===== src/rtl/prog_loader.sv =====
// Program loader for the n1 core: takes a LEN / data / CHK byte frame, writes 16-bit words
// into program RAM and raises cpu_run once the image checksum is verified.
module prog_loader #(
  parameter int ADDR_W    = 8,
  parameter int DEPTH     = 255,
  parameter int BASE_ADDR = 0
) (
  input  logic              clk,
  input  logic              rst_n,
  input  logic              start,
  input  logic              abort,
  input  logic [7:0]        in_data,
  input  logic              in_valid,
  output logic              in_ready,
  output logic              mem_we,
  output logic [ADDR_W-1:0] mem_addr,
  output logic [15:0]       mem_wdata,
  output logic              busy,
  output logic              done,
  output logic              error,
  output logic              cpu_run,
  output logic [ADDR_W-1:0] words_ld
);

  typedef enum logic [2:0] {
    IDLE, HDR, DATA_HI, DATA_LO, WRITE, CHK, DONE, ERROR
  } state_t;

  localparam logic [8:0]        DEPTH_L = 9'(DEPTH);
  localparam logic [ADDR_W-1:0] BASE_L  = ADDR_W'(BASE_ADDR);

  state_t     state, next_state;
  logic [7:0] n_words, sum, index, hi_byte, byte_sum;
  logic       xfer, len_bad, last_word, next_ready, next_busy;

  assign xfer      = in_valid & in_ready;
  assign byte_sum  = sum + in_data;
  assign len_bad   = (in_data == 8'd0) || ({1'b0, in_data} > DEPTH_L);
  assign last_word = (index == n_words - 8'd1);

  always_ff @(posedge clk or negedge rst_n) begin
    if (!rst_n) state <= IDLE;
    else        state <= next_state;
  end

  always_comb begin
    next_state = state;
    if (abort) begin
      next_state = IDLE;
    end else begin
      case (state)
        IDLE, DONE, ERROR: if (start) next_state = HDR;
        HDR:               if (xfer)  next_state = len_bad ? ERROR : DATA_HI;
        DATA_HI:           if (xfer)  next_state = DATA_LO;
        DATA_LO:           if (xfer)  next_state = WRITE;
        WRITE:             next_state = last_word ? CHK : DATA_HI;
        CHK:               if (xfer)  next_state = (byte_sum == 8'd0) ? DONE : ERROR;
        default:           next_state = IDLE;
      endcase
    end
  end

  // Handshake and busy are decoded from the next state so they can be registered.
  always_comb begin
    next_ready = 1'b0;
    next_busy  = 1'b0;
    case (next_state)
      HDR, DATA_HI, DATA_LO, CHK: begin
        next_ready = 1'b1;
        next_busy  = 1'b1;
      end
      WRITE:   next_busy = 1'b1;
      default: ;
    endcase
  end

  always_ff @(posedge clk or negedge rst_n) begin
    if (!rst_n) begin
      in_ready  <= 1'b0;
      busy      <= 1'b0;
      mem_we    <= 1'b0;
      mem_addr  <= '0;
      mem_wdata <= '0;
      done      <= 1'b0;
      error     <= 1'b0;
      cpu_run   <= 1'b0;
      words_ld  <= '0;
      sum       <= '0;
      index     <= '0;
      n_words   <= '0;
      hi_byte   <= '0;
    end else begin
      in_ready <= next_ready;
      busy     <= next_busy;
      mem_we   <= (next_state == WRITE);
      if (abort) begin
        done    <= 1'b0;
        error   <= 1'b0;
        cpu_run <= 1'b0;
      end else begin
        case (state)
          IDLE, DONE, ERROR: begin
            if (start) begin
              done     <= 1'b0;
              error    <= 1'b0;
              cpu_run  <= 1'b0;
              words_ld <= '0;
              sum      <= '0;
              index    <= '0;
            end
          end
          HDR: begin
            if (xfer) begin
              n_words <= in_data;
              sum     <= in_data;
              if (len_bad) error <= 1'b1;
            end
          end
          DATA_HI: begin
            if (xfer) begin
              hi_byte <= in_data;
              sum     <= byte_sum;
            end
          end
          // Address and data are staged here so they are stable for the whole WRITE cycle.
          DATA_LO: begin
            if (xfer) begin
              sum       <= byte_sum;
              mem_wdata <= {hi_byte, in_data};
              mem_addr  <= BASE_L + ADDR_W'(index);
            end
          end
          WRITE: begin
            words_ld <= ADDR_W'({1'b0, index} + 9'd1);
            if (!last_word) index <= index + 8'd1;
          end
          CHK: begin
            if (xfer) begin
              if (byte_sum == 8'd0) begin
                done    <= 1'b1;
                cpu_run <= 1'b1;
              end else begin
                error <= 1'b1;
              end
            end
          end
          default: ;
        endcase
      end
    end
  end

endmodule


===== config.mk =====
export PLATFORM = sky130hd
export DESIGN_NAME = prog_loader
export DESIGN_NICKNAME = d
export VERILOG_FILES = /design/src/rtl/prog_loader.sv
export SDC_FILE = /design/constraint.sdc
export NUM_CORES = 1
export LEC_CHECK = 0
export BUFFER_PORTS_ARGS = -buffer_cell sky130_fd_sc_hd__clkbuf_2
export CAP_MARGIN = 30
export CORE_AREA = 2 2 91 93
export CTS_BUF_LIST = sky130_fd_sc_hd__clkbuf_8
export DETAILED_ROUTE_END_ITERATION = 7
export DIE_AREA = 0 0 93 95
export HOLD_SLACK_MARGIN = 0.03
export PLACE_DENSITY = 0.69
export SETUP_SLACK_MARGIN = 0.1
export SYNTH_ARGS = -nofsm -noshare
export SYNTH_HDL_FRONTEND = slang
export SYNTH_SLANG_ARGS = --single-unit

===== constraint.sdc =====
create_clock -name clk -period 2.8 [get_ports clk]
set_input_delay 0.56 -clock clk [delete_from_list [all_inputs] [get_ports clk]]
set_output_delay 0.56 -clock clk [all_outputs]
set_load 0.05 [all_outputs]

==> results.txt, run 1 <==
----------------------------------------------------
[Status]
  Run status ... complete, no violations

[Clocking]
  H-tree levels ... 3
  Maximum buffer depth of the clock tree ... 2
  Clock tree from TritonCTS ... yes
  Clock-pin slew of the registers on the worst-case setup and hold paths ... 80 ps
  Number of clock sinks ... roughly 70
  Clock tree root driver cell ... clkbuf_8
  Clock insertion delay at the later pin of the skew report ... about 350 ps
  Num CTS Buffers ... 9

[Cells and area]
  Total non-filler cell area in the finished layout ... roughly 4400 sq um
  Multi-input logic area ... around 2000 sq um
  Final net count ... 435
  Register area ... between 1500 and 2000 sq um
  Layout area overhead ... 15.75%
  Layout cells sized above 1 ... 0.3389
  Number of antenna repair diodes ... 0
  Final cell count without fillers ... ~520
  Number of fill cells ... 720

[Pwr]
  Maximum vdd drop ... ~0.55 mV
  Leakage ... 2.128 nW
  Power per cell area ... 977.2 nW/um^2

[Synthesis]
  List of most frequent post-synthesis cells ... dfrtp_1 (72), mux2_2 (40), nor2_1 (27), nand2_1 (21), a21oi_1 (20)
  Number of nets in the synthesized netlist ... approximately 380
  Synthesized netlist cell count ... approximately 360
  Most used DFF post-synth ... dfrtp_1
  Sequential element share of the synthesized area ... 0.4697
  Synth warnings ... 0
  Post-synthesis average cell area ... approximately 11 sq um
  Fraction of registers with async set/reset ... 1.000
  Largest area contributor in the synthesized netlist ... dfrtp_1
  Post-Synthesis Cell Area ... between 3000 and 4000 sq um
  Largest cells by area after synthesis ... dfrtp_1 (47%), mux2_2 (12%), ha_1 (3.3%), xnor2_1 (3.0%), nor2_1 (2.6%)
  Leading cell type by number of instances after synthesis ... dfrtp_1
  Number of flops mapped to enable cells by yosys ... 0
  Fraction of synthesized cell area taken by the top area cell type ... 0.4697
  Synthesized flop and latch total ... 72
  Count of distinct cell types in the synthesized netlist ... 58

[Timing]
  Worst-margin pin slew ... 652.1 ps
  Endpoints failing setup ... 0
  Maximum clock skew at final layout ... 11.62 ps
  Final setup TNS ... 0 ps
  Hold_ws ... between 200 and 250 ps
  Unrepaired setup endpoints after global routing ... false
  Highest Clock Rate ... approximately 400 MHz
  Max-slew violations ... 0
  Clock period minus final worst setup slack ... about 2500 ps
  Max-slew headroom ... 0.5629
  Hold violation count in the final report ... 0
  Part of the cycle the worst path needs ... 0.8976

[Critical path]
  Largest fanout on the critical path ... 3
  Worst-path cell with the longest stage delay ... fa_1
  Endpoint kind of the worst setup timing path ... flip-flop
  Startpoint of the lowest-slack register-to-register path ... sum[0]
  Series of cell instances along the critical path ... ha_1, fa_1, xor2_1, or3_1, nor3_1, nand3b_1, o31ai_2, and3_1
  Data required time at the worst endpoint ... slightly above 3000 ps
  CP Class ... flip-flop to flip-flop
  Data arrival, critical path ... 2800 ps
  Kind of start point of the critical path ... flip-flop
  Delay of the slowest cell on the worst path ... ~400 ps
  Critical Path Start ... sum[0]

[Detailed routing]
  Wirelength per Cell ... roughly 16 um
  Average vias per placed instance ... about 5.6
  Count of vias placed by the detailed router ... a little under 3000
  Number of nets still failing antenna checks after routing ... 0
  Detailed Route Iter0 Violations ... between 150 and 200
  Overall routed net length ... 8258 um
  Residual DRC count ... 0
  TritonRoute pass-1 iters ... 4

[GRT]
  Number of antenna violations at the first check in global routing ... 0
  Aggregate global routing overflow ... 0
  Number of global-route vias before repair ... 2846
  Wire length of the first global-routing pass ... between 10000 and 15000 um
  Pin count of the biggest net entering global routing ... 37
  Total routing resource utilization after global routing ... 0.2009

[Floorplan]
  Die Width ... approximately 93 um
  Starting Density ... 0.4839
  Die area ... 8835 sq um
  Number of placement rows ... 33
  Top-Level Pins ... 51
  Core Area ... slightly below 8000 sq um
  Die H ... 95 um

[Placement]
  Post-Place Cells ... between 500 and 600
  Placement Cell Area ... between 4000 and 5000 sq um
  Hpwl dp ... 5969 um
  IO Port Bufs ... 50
  RD Place Congestion ... just over 0.8

[Job]
  Number of maximum-capacitance violations ... 0

[Worst hold path]
  Hold Crit Class ... input port to async pin

----------------------------------------------------
-- what timing repair did --
action	CTS	global route
setup buffers	0	0
hold buffers	0	0
setup endpoints to repair	0	11
resized for setup	0	4
-- final cells by class --
cell class / instances / share of cell area
multi-input combinational: 260 / 0.4373
sequential: 72 / 0.4060
timing repair buffer: 62 / 0.07664
tap: 105 / 0.02959
clock buffer: 9 / 0.02790
clock inverter: 7 / 0.01747
inverter: 6 / 0.005072
-- registers in the layout, indices dropped and copies added, names as in the netlist --
name,count
mem_wdata,16
hi_byte,8
index,8
mem_addr,8
n_words,8
sum,8
words_ld,8
state,3
busy,1
cpu_run,1
error,1
in_ready,1
mem_we,1
-- path summary, 6_finish.rpt --
check / to / slack (ps) / cells past startpoint
hold / removal: state[2] / 250 / 2
hold reg to reg: words_ld[7] / 480 / 2
setup / recovery: mem_we / 290 / 8
min in group clk: words_ld[7] / 480 / 2
max in group asynchronous: n_words[0] / 2210 / 2
setup reg to reg: mem_we / 290 / 8
-- through the flow --
| stage | power, mW | util | setup WS, ps |
|---|---|---|---|
| after floorplan | 3.034 | - | 297.5 |
| after global placement | 3.417 | 0.5330 | -39.43 |
| after detailed placement | 3.479 | 0.5330 | -88.86 |
| after CTS | 4.348 | 0.5584 | 183.0 |
| after global routing | 4.641 | 0.5601 | 108.7 |
| final | 4.339 | 0.5601 | 286.6 |
-- power by group --
group | switching [mW] | internal, mW | total, mW
clock | 0.427 | 0.421 | 0.848
combinational | 1.15 | 0.768 | 1.92
sequential | 0.274 | 1.30 | 1.57
-- per-layer routing --
metal	global-route usage	wire, um	up-vias
met2	0.3303	4050	73
met1	0.2583	3663	1425
li1	-	-	1399
met3	0.03831	375	17
met5	0	0	-
met4	0.09191	168	0
-- critical path: cells and delay by family, from the launching register on --
family	cells	cell delay (ps)
XOR/XNOR	1	190
adder cells (fa/ha/maj)	2	620
flip-flops	1	390
AO/OA/AOI/OAI	1	310
AND/OR/NAND/NOR	4	950
-- cell families after synthesis --
family                     synth area share
AOI/OAI and AO/OA                    0.1592
xor gates and xnor gates            0.04795
adders and majority gates           0.03783
buffers and inverters               0.02740
DFF                                  0.4697
muxes                                0.1200
and+or+nand+nor                      0.1380
-- placed cells by master (no fill, tap or decap), types with 4 or more instances in the layout --
| cell | synthesis | final |
|---|---|---|
| inv_1 | 5 | 5 |
| o21ai_2 | 6 | 6 |
| o21ai_0 | 17 | 16 |
| nand3_1 | 4 | 4 |
| o31ai_1 | 8 | 7 |
| ha_1 | 10 | 10 |
| a21o_1 | 5 | 5 |
| xor2_1 | 8 | 8 |
| and3_1 | 6 | 6 |
| nand2_1 | 21 | 21 |
| mux2_2 | 40 | 40 |
| clkbuf_2 | 0 | 49 |
| nor2b_1 | 4 | 4 |
| a31oi_1 | 4 | 4 |
| nor2_1 | 27 | 27 |
| clkbuf_8 | 0 | 9 |
| or3_1 | 4 | 4 |
| buf_4 | 1 | 12 |
| nand2b_1 | 7 | 7 |
| a22oi_1 | 9 | 9 |
| dfrtp_1 | 72 | 71 |
| xnor2_1 | 13 | 13 |
| a21oi_1 | 20 | 20 |
| nor3_1 | 6 | 6 |
No activity file was read; power rests on OpenSTA's default activity.
==> run 2, diff against run 1 <==
SETUP_SLACK_MARGIN = default   (was 0.1)
clock period = 2.98 ns   (was 2.8 ns; I/O delays follow)
==> run 2 against run 1 <==
Net effect: utilization is 0.28 points lower; first-iteration DRC count is 7.5% lower; final area shrank 0.51%.
==> results.txt, run 2 (same netlist as run 1, synthesis figures left out) <==
----------------------------------------------------
[Status]
  Run status ... complete, no violations (unchanged)

[Pwr]
  Internal Dissipation ... 2.338 mW (was 2.488 mW)
  Leakage ... 2.115 nW (was 2.128 nW)
  Maximum vdd drop ... 0.5655 mV (was 0.5469 mV)
  Fraction of power consumed by sequential logic ... 0.365 (was 0.363)
  Switching portion of total power ... 0.4249 (was 0.4265)
  Power per cell area ... 920.2 nW/um^2 (was 977.2 nW/um^2)
  Combinational power share ... 0.434 (was 0.442)
  Net switching power figure ... 1.728 mW (was 1.851 mW)
  Clock network power share ... 0.201 (was 0.195)

[Clocking]
  Num CTS Buffers ... 9 (unchanged)
  Clock tree root driver cell ... clkbuf_8 (unchanged)
  Clock-pin slew of the registers on the worst-case setup and hold paths ... 80 ps (about the same)
  H-tree levels ... 3 (unchanged)
  Total setup buffers inserted after CTS ... 0 (unchanged)
  Number of buffers inserted for hold repair after clock tree synthesis ... 0 (unchanged)
  Maximum buffer depth of the clock tree ... 2 (unchanged)
  Clock insertion delay at the later pin of the skew report ... 360 ps (was 350 ps)
  Number of clock sinks ... 72 (unchanged)
  Count of cells resized by post-cts repair ... 0 (unchanged)
  Clock tree from TritonCTS ... yes (unchanged)

[Detailed routing]
  Count of vias placed by the detailed router ... 2941 (was 2914)
  Wirelength per Cell ... 15.97 um (was 15.85 um)
  TritonRoute pass-1 iters ... 4 (unchanged)
  Detailed Route Iter0 Violations ... 172 (was 186)
  Average vias per placed instance ... 5.689 (was 5.593)
  Number of nets still failing antenna checks after routing ... 0 (unchanged)
  Overall routed net length ... 8255 um (was 8258 um)
  Residual DRC count ... 0 (unchanged)

[Floorplan]
  Starting Density ... 0.4839 (unchanged)
  Die Width ... 93 um (unchanged)
  Die area ... 8835 sq um (unchanged)
  Top-Level Pins ... 51 (unchanged)
  Core Area ... 7928 sq um (unchanged)
  Number of placement rows ... 33 (unchanged)
  Die H ... 95 um (unchanged)

[Timing]
  Maximum clock skew at final layout ... 13.28 ps (was 11.62 ps)
  Hold_ws ... 244.4 ps (was 248.0 ps)
  Unrepaired setup endpoints after global routing ... false (unchanged)
  Final setup TNS ... 0 ps (unchanged)
  Part of the cycle the worst path needs ... 0.8976 (about the same)
  Worst-margin pin slew ... 682.7 ps (was 652.1 ps)
  Endpoints failing setup ... 0 (unchanged)
  Hold violation count in the final report ... 0 (unchanged)
  Highest Clock Rate ... 373.9 MHz (was 397.9 MHz)
  Clock period minus final worst setup slack ... 2675 ps (was 2513 ps)
  Max-slew headroom ... 0.5424 (was 0.5629)
  Max-slew violations ... 0 (unchanged)

[Cells and area]
  Layout cells sized above 1 ... 0.3277 (was 0.3389)
  Most frequent standard cell in the layout excluding fill and tap cells ... dfrtp_1 (unchanged)
  Layout area overhead ... 15.17% (was 15.75%)
  Number of flip-flops in the largest register ... 16 (unchanged)
  Register area ... 1802 sq um (was 1803 sq um)
  Number of fill cells ... 713 (was 720)
  Final net count ... 431 (was 435)
  Most flop-heavy register ... mem_wdata (unchanged)
  Multi-input logic area ... 1929 sq um (was 1942 sq um)
  Most frequent cells in the layout ... dfrtp_1 (72), clkbuf_2 (49), mux2_2 (40), nor2_1 (27), nand2_1 (21) (was dfrtp_1 (71), clkbuf_2 (49), mux2_2 (40), nor2_1 (27), nand2_1 (21))
  Total non-filler cell area in the finished layout ... 4418 sq um (was 4441 sq um)
  Number of antenna repair diodes ... 0 (unchanged)

[Placement]
  RD Place Congestion ... 0.8697 (was 0.8219)
  IO Port Bufs ... 50 (unchanged)
  Placement Cell Area ... 4208 sq um (was 4225 sq um)
  Hpwl dp ... 5902 um (was 5969 um)

[Critical path]
  Endpoint kind of the worst setup timing path ... flip-flop (unchanged)
  Critical Path Start ... n_words[0] (was sum[0])
  End point of the critical path ... index[1] (was mem_we)
  Cell count of the worst reg-to-reg path ... 8 (unchanged)
  Data required time at the worst endpoint ... 3230 ps (was 3090 ps)
  Kind of start point of the critical path ... flip-flop (unchanged)
  Capture instance of the worst register-to-register path ... index[1] (was mem_we)
  Startpoint of the lowest-slack register-to-register path ... n_words[0] (was sum[0])
  CP Class ... flip-flop to flip-flop (unchanged)
  Largest fanout on the critical path ... 10 (was 3)
  Reg-to-reg setup timing slack ... 310 ps (was 290 ps)
  Data arrival, critical path ... 2920 ps (was 2800 ps)

[Job]
  Number of maximum-capacitance violations ... 0 (unchanged)

[GRT]
  Total routing resource utilization after global routing ... 0.2005 (was 0.2009)
  Wire length of the first global-routing pass ... 13720 um (was 13830 um)
  Number of global-route vias before repair ... 2805 (was 2846)
  Aggregate global routing overflow ... 0 (unchanged)
  Pin count of the biggest net entering global routing ... 49 (was 37)
  Number of antenna violations at the first check in global routing ... 0 (unchanged)

[Worst hold path]
  Hold Crit Class ... input port to async pin (unchanged)

----------------------------------------------------
run 2: cell count changes in the layout (fill, tap and decap cells not counted), sizes merged:
cell	delta
inv	+1
clkinv	-2
clkbuf	+1
buf	-4
run 2: layer usage:
layer / global-route usage / wire, um / vias up
li1: - / - / 1395
met1: 0.2564 / 3646 / 1449
met2: 0.3285 / 4017 / 76
met3: 0.04789 / 365 / 21
met4: 0.08333 / 227 / 0
met5: 0 / 0 / -
run 2: area by class of cell:
class,count,area share
Clock buffer,10,0.03115
Timing Repair Buffer,58,0.07307
Multi-Input combinational cell,260,0.4367
Inverter,6,0.005098
Sequential cell,72,0.4078
Tap cell,105,0.02974
Clock inverter,6,0.01643
run 2: worst min path at each step:
stage	start	endpoint	slack, ps	depth (start not counted)
after floorplan	rst_n	busy	300	0
after global placement	words_ld[5]	words_ld[5]	460	2
after detailed placement	words_ld[7]	words_ld[7]	470	2
after CTS	rst_n	mem_addr[6]	250	1
after global routing	rst_n	mem_addr[7]	290	1
final	rst_n	words_ld[1]	240	1
run 2: power by group through the flow:
stage          sequential, mW  clock, mW  combinational (mW)
3_5_place_dp             1.50          0                1.75
6_report                 1.48      0.819                1.76
2_1_floorplan            1.64          0                1.21
4_1_cts                  1.48      0.841                1.77
3_3_place_gp             1.49          0                1.70
5_1_grt                  1.53      0.876                1.94
run 2: worst max-delay path, cell delays in order, from the launching register on:
cell	delay [ps]
dfrtp_1	470
inv_1	110
ha_1	310
nor2b_1	170
or3_1	360
a31oi_2	190
o211ai_2	170
o21bai_2	400
mux2_2	380
run 2: stage by stage:
stage          std cells  total power [mW]    util  setup slack, ps
2_1_floorplan        355             2.851       -            441.5
3_3_place_gp         501             3.186  0.5308            96.88
3_5_place_dp         501             3.249  0.5308            29.06
4_1_cts              517             4.090  0.5573            317.3
5_1_grt              517             4.340  0.5573            128.6
6_report             517             4.065  0.5573            305.3
==> run 3, diff against run 2 <==
PLACE_DENSITY = 0.76   (was 0.69)
==> run 3 against run 2 <==
Net effect: via count shrank 0.85%; count of clock-buffer cells in the layout shrank 1; hold slack gained 21 ps; sequential cell count did not move; critical endpoint unchanged.
==> results.txt, run 3 (same netlist as run 1, synthesis figures left out) <==
----------------------------------------------------
[Timing]
  Final setup TNS ... 0 ps (unchanged)
  Max-slew violations ... 0 (unchanged)
  Endpoints failing setup ... 0 (unchanged)
  Clock period minus final worst setup slack ... 2591 ps (was 2675 ps)
  Max-slew headroom ... 0.5695 (was 0.5424)
  Part of the cycle the worst path needs ... 0.8694 (was 0.8976)
  Maximum clock skew at final layout ... 7.483 ps (was 13.28 ps)
  Fin worst setup slack ... 389.3 ps (was 305.3 ps)
  Unrepaired setup endpoints after global routing ... false (unchanged)
  Hold violation count in the final report ... 0 (unchanged)
  Worst-margin pin slew ... 642.2 ps (was 682.7 ps)
  Highest Clock Rate ... 386.0 MHz (was 373.9 MHz)

[Clocking]
  Num CTS Buffers ... 9 (unchanged)
  Number of buffers inserted for hold repair after clock tree synthesis ... 0 (unchanged)
  Clock-pin slew of the registers on the worst-case setup and hold paths ... 80 ps (about the same)
  Count of cells resized by post-cts repair ... 0 (unchanged)
  H-tree levels ... 3 (unchanged)
  Clock tree root driver cell ... clkbuf_8 (unchanged)
  Clock insertion delay at the later pin of the skew report ... 350 ps (was 360 ps)
  Number of clock sinks ... 72 (unchanged)
  Maximum buffer depth of the clock tree ... 2 (unchanged)
  Clock tree from TritonCTS ... yes (unchanged)
  Total setup buffers inserted after CTS ... 0 (unchanged)

[Critical path]
  Endpoint kind of the worst setup timing path ... flip-flop (unchanged)
  Series of cell instances along the critical path ... inv_1, ha_1, o21bai_1, a211o_2, a21oi_1, o211ai_2, o21bai_2, mux2_2 (was inv_1, ha_1, nor2b_1, or3_1, a31oi_2, o211ai_2, o21bai_2, mux2_2)
  CP Class ... flip-flop to flip-flop (unchanged)
  Data arrival, critical path ... 2830 ps (was 2920 ps)
  Largest fanout on the critical path ... 10 (unchanged)
  Worst Path Buf+Inv ... 1 (unchanged)
  Crit-path leading delay family ... compound AO/OA/AOI/OAI gates (unchanged)
  Worst-path cell with the longest stage delay ... dfrtp_1 (unchanged)
  Delay of the slowest cell on the worst path ... 460 ps (was 470 ps)
  Kind of start point of the critical path ... flip-flop (unchanged)
  Data required time at the worst endpoint ... 3210 ps (was 3230 ps)

[Cells and area]
  Most frequent standard cell in the layout excluding fill and tap cells ... dfrtp_1 (unchanged)
  Most frequent cells in the layout ... dfrtp_1 (72), clkbuf_2 (49), mux2_2 (40), nor2_1 (27), nand2_1 (21) (unchanged)
  Number of fill cells ... 702 (was 713)
  Final net count ... 431 (unchanged)
  Most flop-heavy register ... mem_wdata (unchanged)
  Layout area overhead ... 15.85% (was 15.17%)
  Layout cells sized above 1 ... 0.3277 (unchanged)
  Number of antenna repair diodes ... 0 (unchanged)
  Number of flip-flops in the largest register ... 16 (unchanged)

[Floorplan]
  Top-Level Pins ... 51 (unchanged)
  Core Area ... 7928 sq um (unchanged)
  Die Width ... 93 um (unchanged)
  Die area ... 8835 sq um (unchanged)
  Number of placement rows ... 33 (unchanged)
  Starting Density ... 0.4839 (unchanged)
  Die H ... 95 um (unchanged)

[Detailed routing]
  TritonRoute pass-1 iters ... 5 (was 4)
  Wirelength per Cell ... 15.89 um (was 15.97 um)
  Number of nets still failing antenna checks after routing ... 0 (unchanged)
  Count of vias placed by the detailed router ... 2916 (was 2941)
  Overall routed net length ... 8214 um (was 8255 um)
  Average vias per placed instance ... 5.640 (was 5.689)
  Residual DRC count ... 0 (unchanged)
  Detailed Route Iter0 Violations ... 181 (was 172)

[Worst hold path]
  Hold Crit Class ... input port to async pin (unchanged)

[GRT]
  Pin count of the biggest net entering global routing ... 73 (was 49)
  Aggregate global routing overflow ... 0 (unchanged)
  Total routing resource utilization after global routing ... 0.2026 (was 0.2005)
  Number of global-route vias before repair ... 2848 (was 2805)
  Number of antenna violations at the first check in global routing ... 0 (unchanged)
  Wire length of the first global-routing pass ... 13900 um (was 13720 um)

[Placement]
  IO Port Bufs ... 50 (unchanged)
  Hpwl dp ... 5978 um (was 5902 um)
  RD Place Congestion ... 0.8979 (was 0.8697)
  Pre-CTS setup slack ... 103.5 ps (was 29.06 ps)

[Status]
  Run status ... complete, no violations (unchanged)

[Job]
  Number of maximum-capacitance violations ... 0 (unchanged)

[Pwr]
  Maximum vdd drop ... 0.6411 mV (was 0.5655 mV)
  Leakage ... 2.132 nW (was 2.115 nW)
  Power per cell area ... 924.9 nW/um^2 (was 920.2 nW/um^2)

----------------------------------------------------
## run 3: cell types whose count changed in the layout (fill, tap and decap cells not counted), sizes merged
| cell | before | now |
|---|---|---|
| clkinv | 0 | 2 |
| bufinv | 1 | 2 |
| inv | 10 | 9 |
| clkbuf | 59 | 58 |
| clkinvlp | 1 | 0 |
## run 3: routing by layer
layer	GRT usage	part of all wire
met1	0.2530	0.42
met2	0.3466	0.52
met3	0.05108	0.052
met4	0.06495	0.013
met5	0	0
## run 3: worst paths after layout
kind	from	to	slack (ps)	cells after the start
worst max-delay path	n_words[0]	index[1]	390	8
worst min-delay path	rst_n	state[1]	270	2
worst max register to register	n_words[0]	index[1]	390	8
worst min register to register	words_ld[4]	words_ld[4]	480	2
max in group asynchronous	rst_n	mem_wdata[2]	2420	2
min in group clk	words_ld[4]	words_ld[4]	480	2
## run 3: cell type report
cell class | count | area, sq um | share of cell area
Clock inverter | 7 | 100.1 | 0.02252
Timing Repair Buffer | 58 | 335.3 | 0.07545
Inverter | 6 | 22.52 | 0.005068
Sequential cell | 72 | 1802 | 0.4054
Tap cell | 105 | 131.4 | 0.02956
Multi-Input combinational cell | 260 | 1929 | 0.4341
Clock buffer | 9 | 123.9 | 0.02787
## run 3: metrics by stage
stage	hold WS (ps)	area (sq um)	total power [mW]	util	std cells
CTS	271.1	4444	4.137	0.5606	517
detailed placement	466.6	4220	3.256	0.5324	501
global placement	459.0	4220	3.174	0.5324	501
global route	288.0	4444	4.413	0.5606	517
finish	265.7	4444	4.111	0.5606	517
floorplan	300.4	3836	2.851	-	355
## run 3: report_power, final
part           internal (mW)  switching, mW
Sequential              1.22          0.257
Clock                  0.480          0.391
Combinational          0.698           1.06
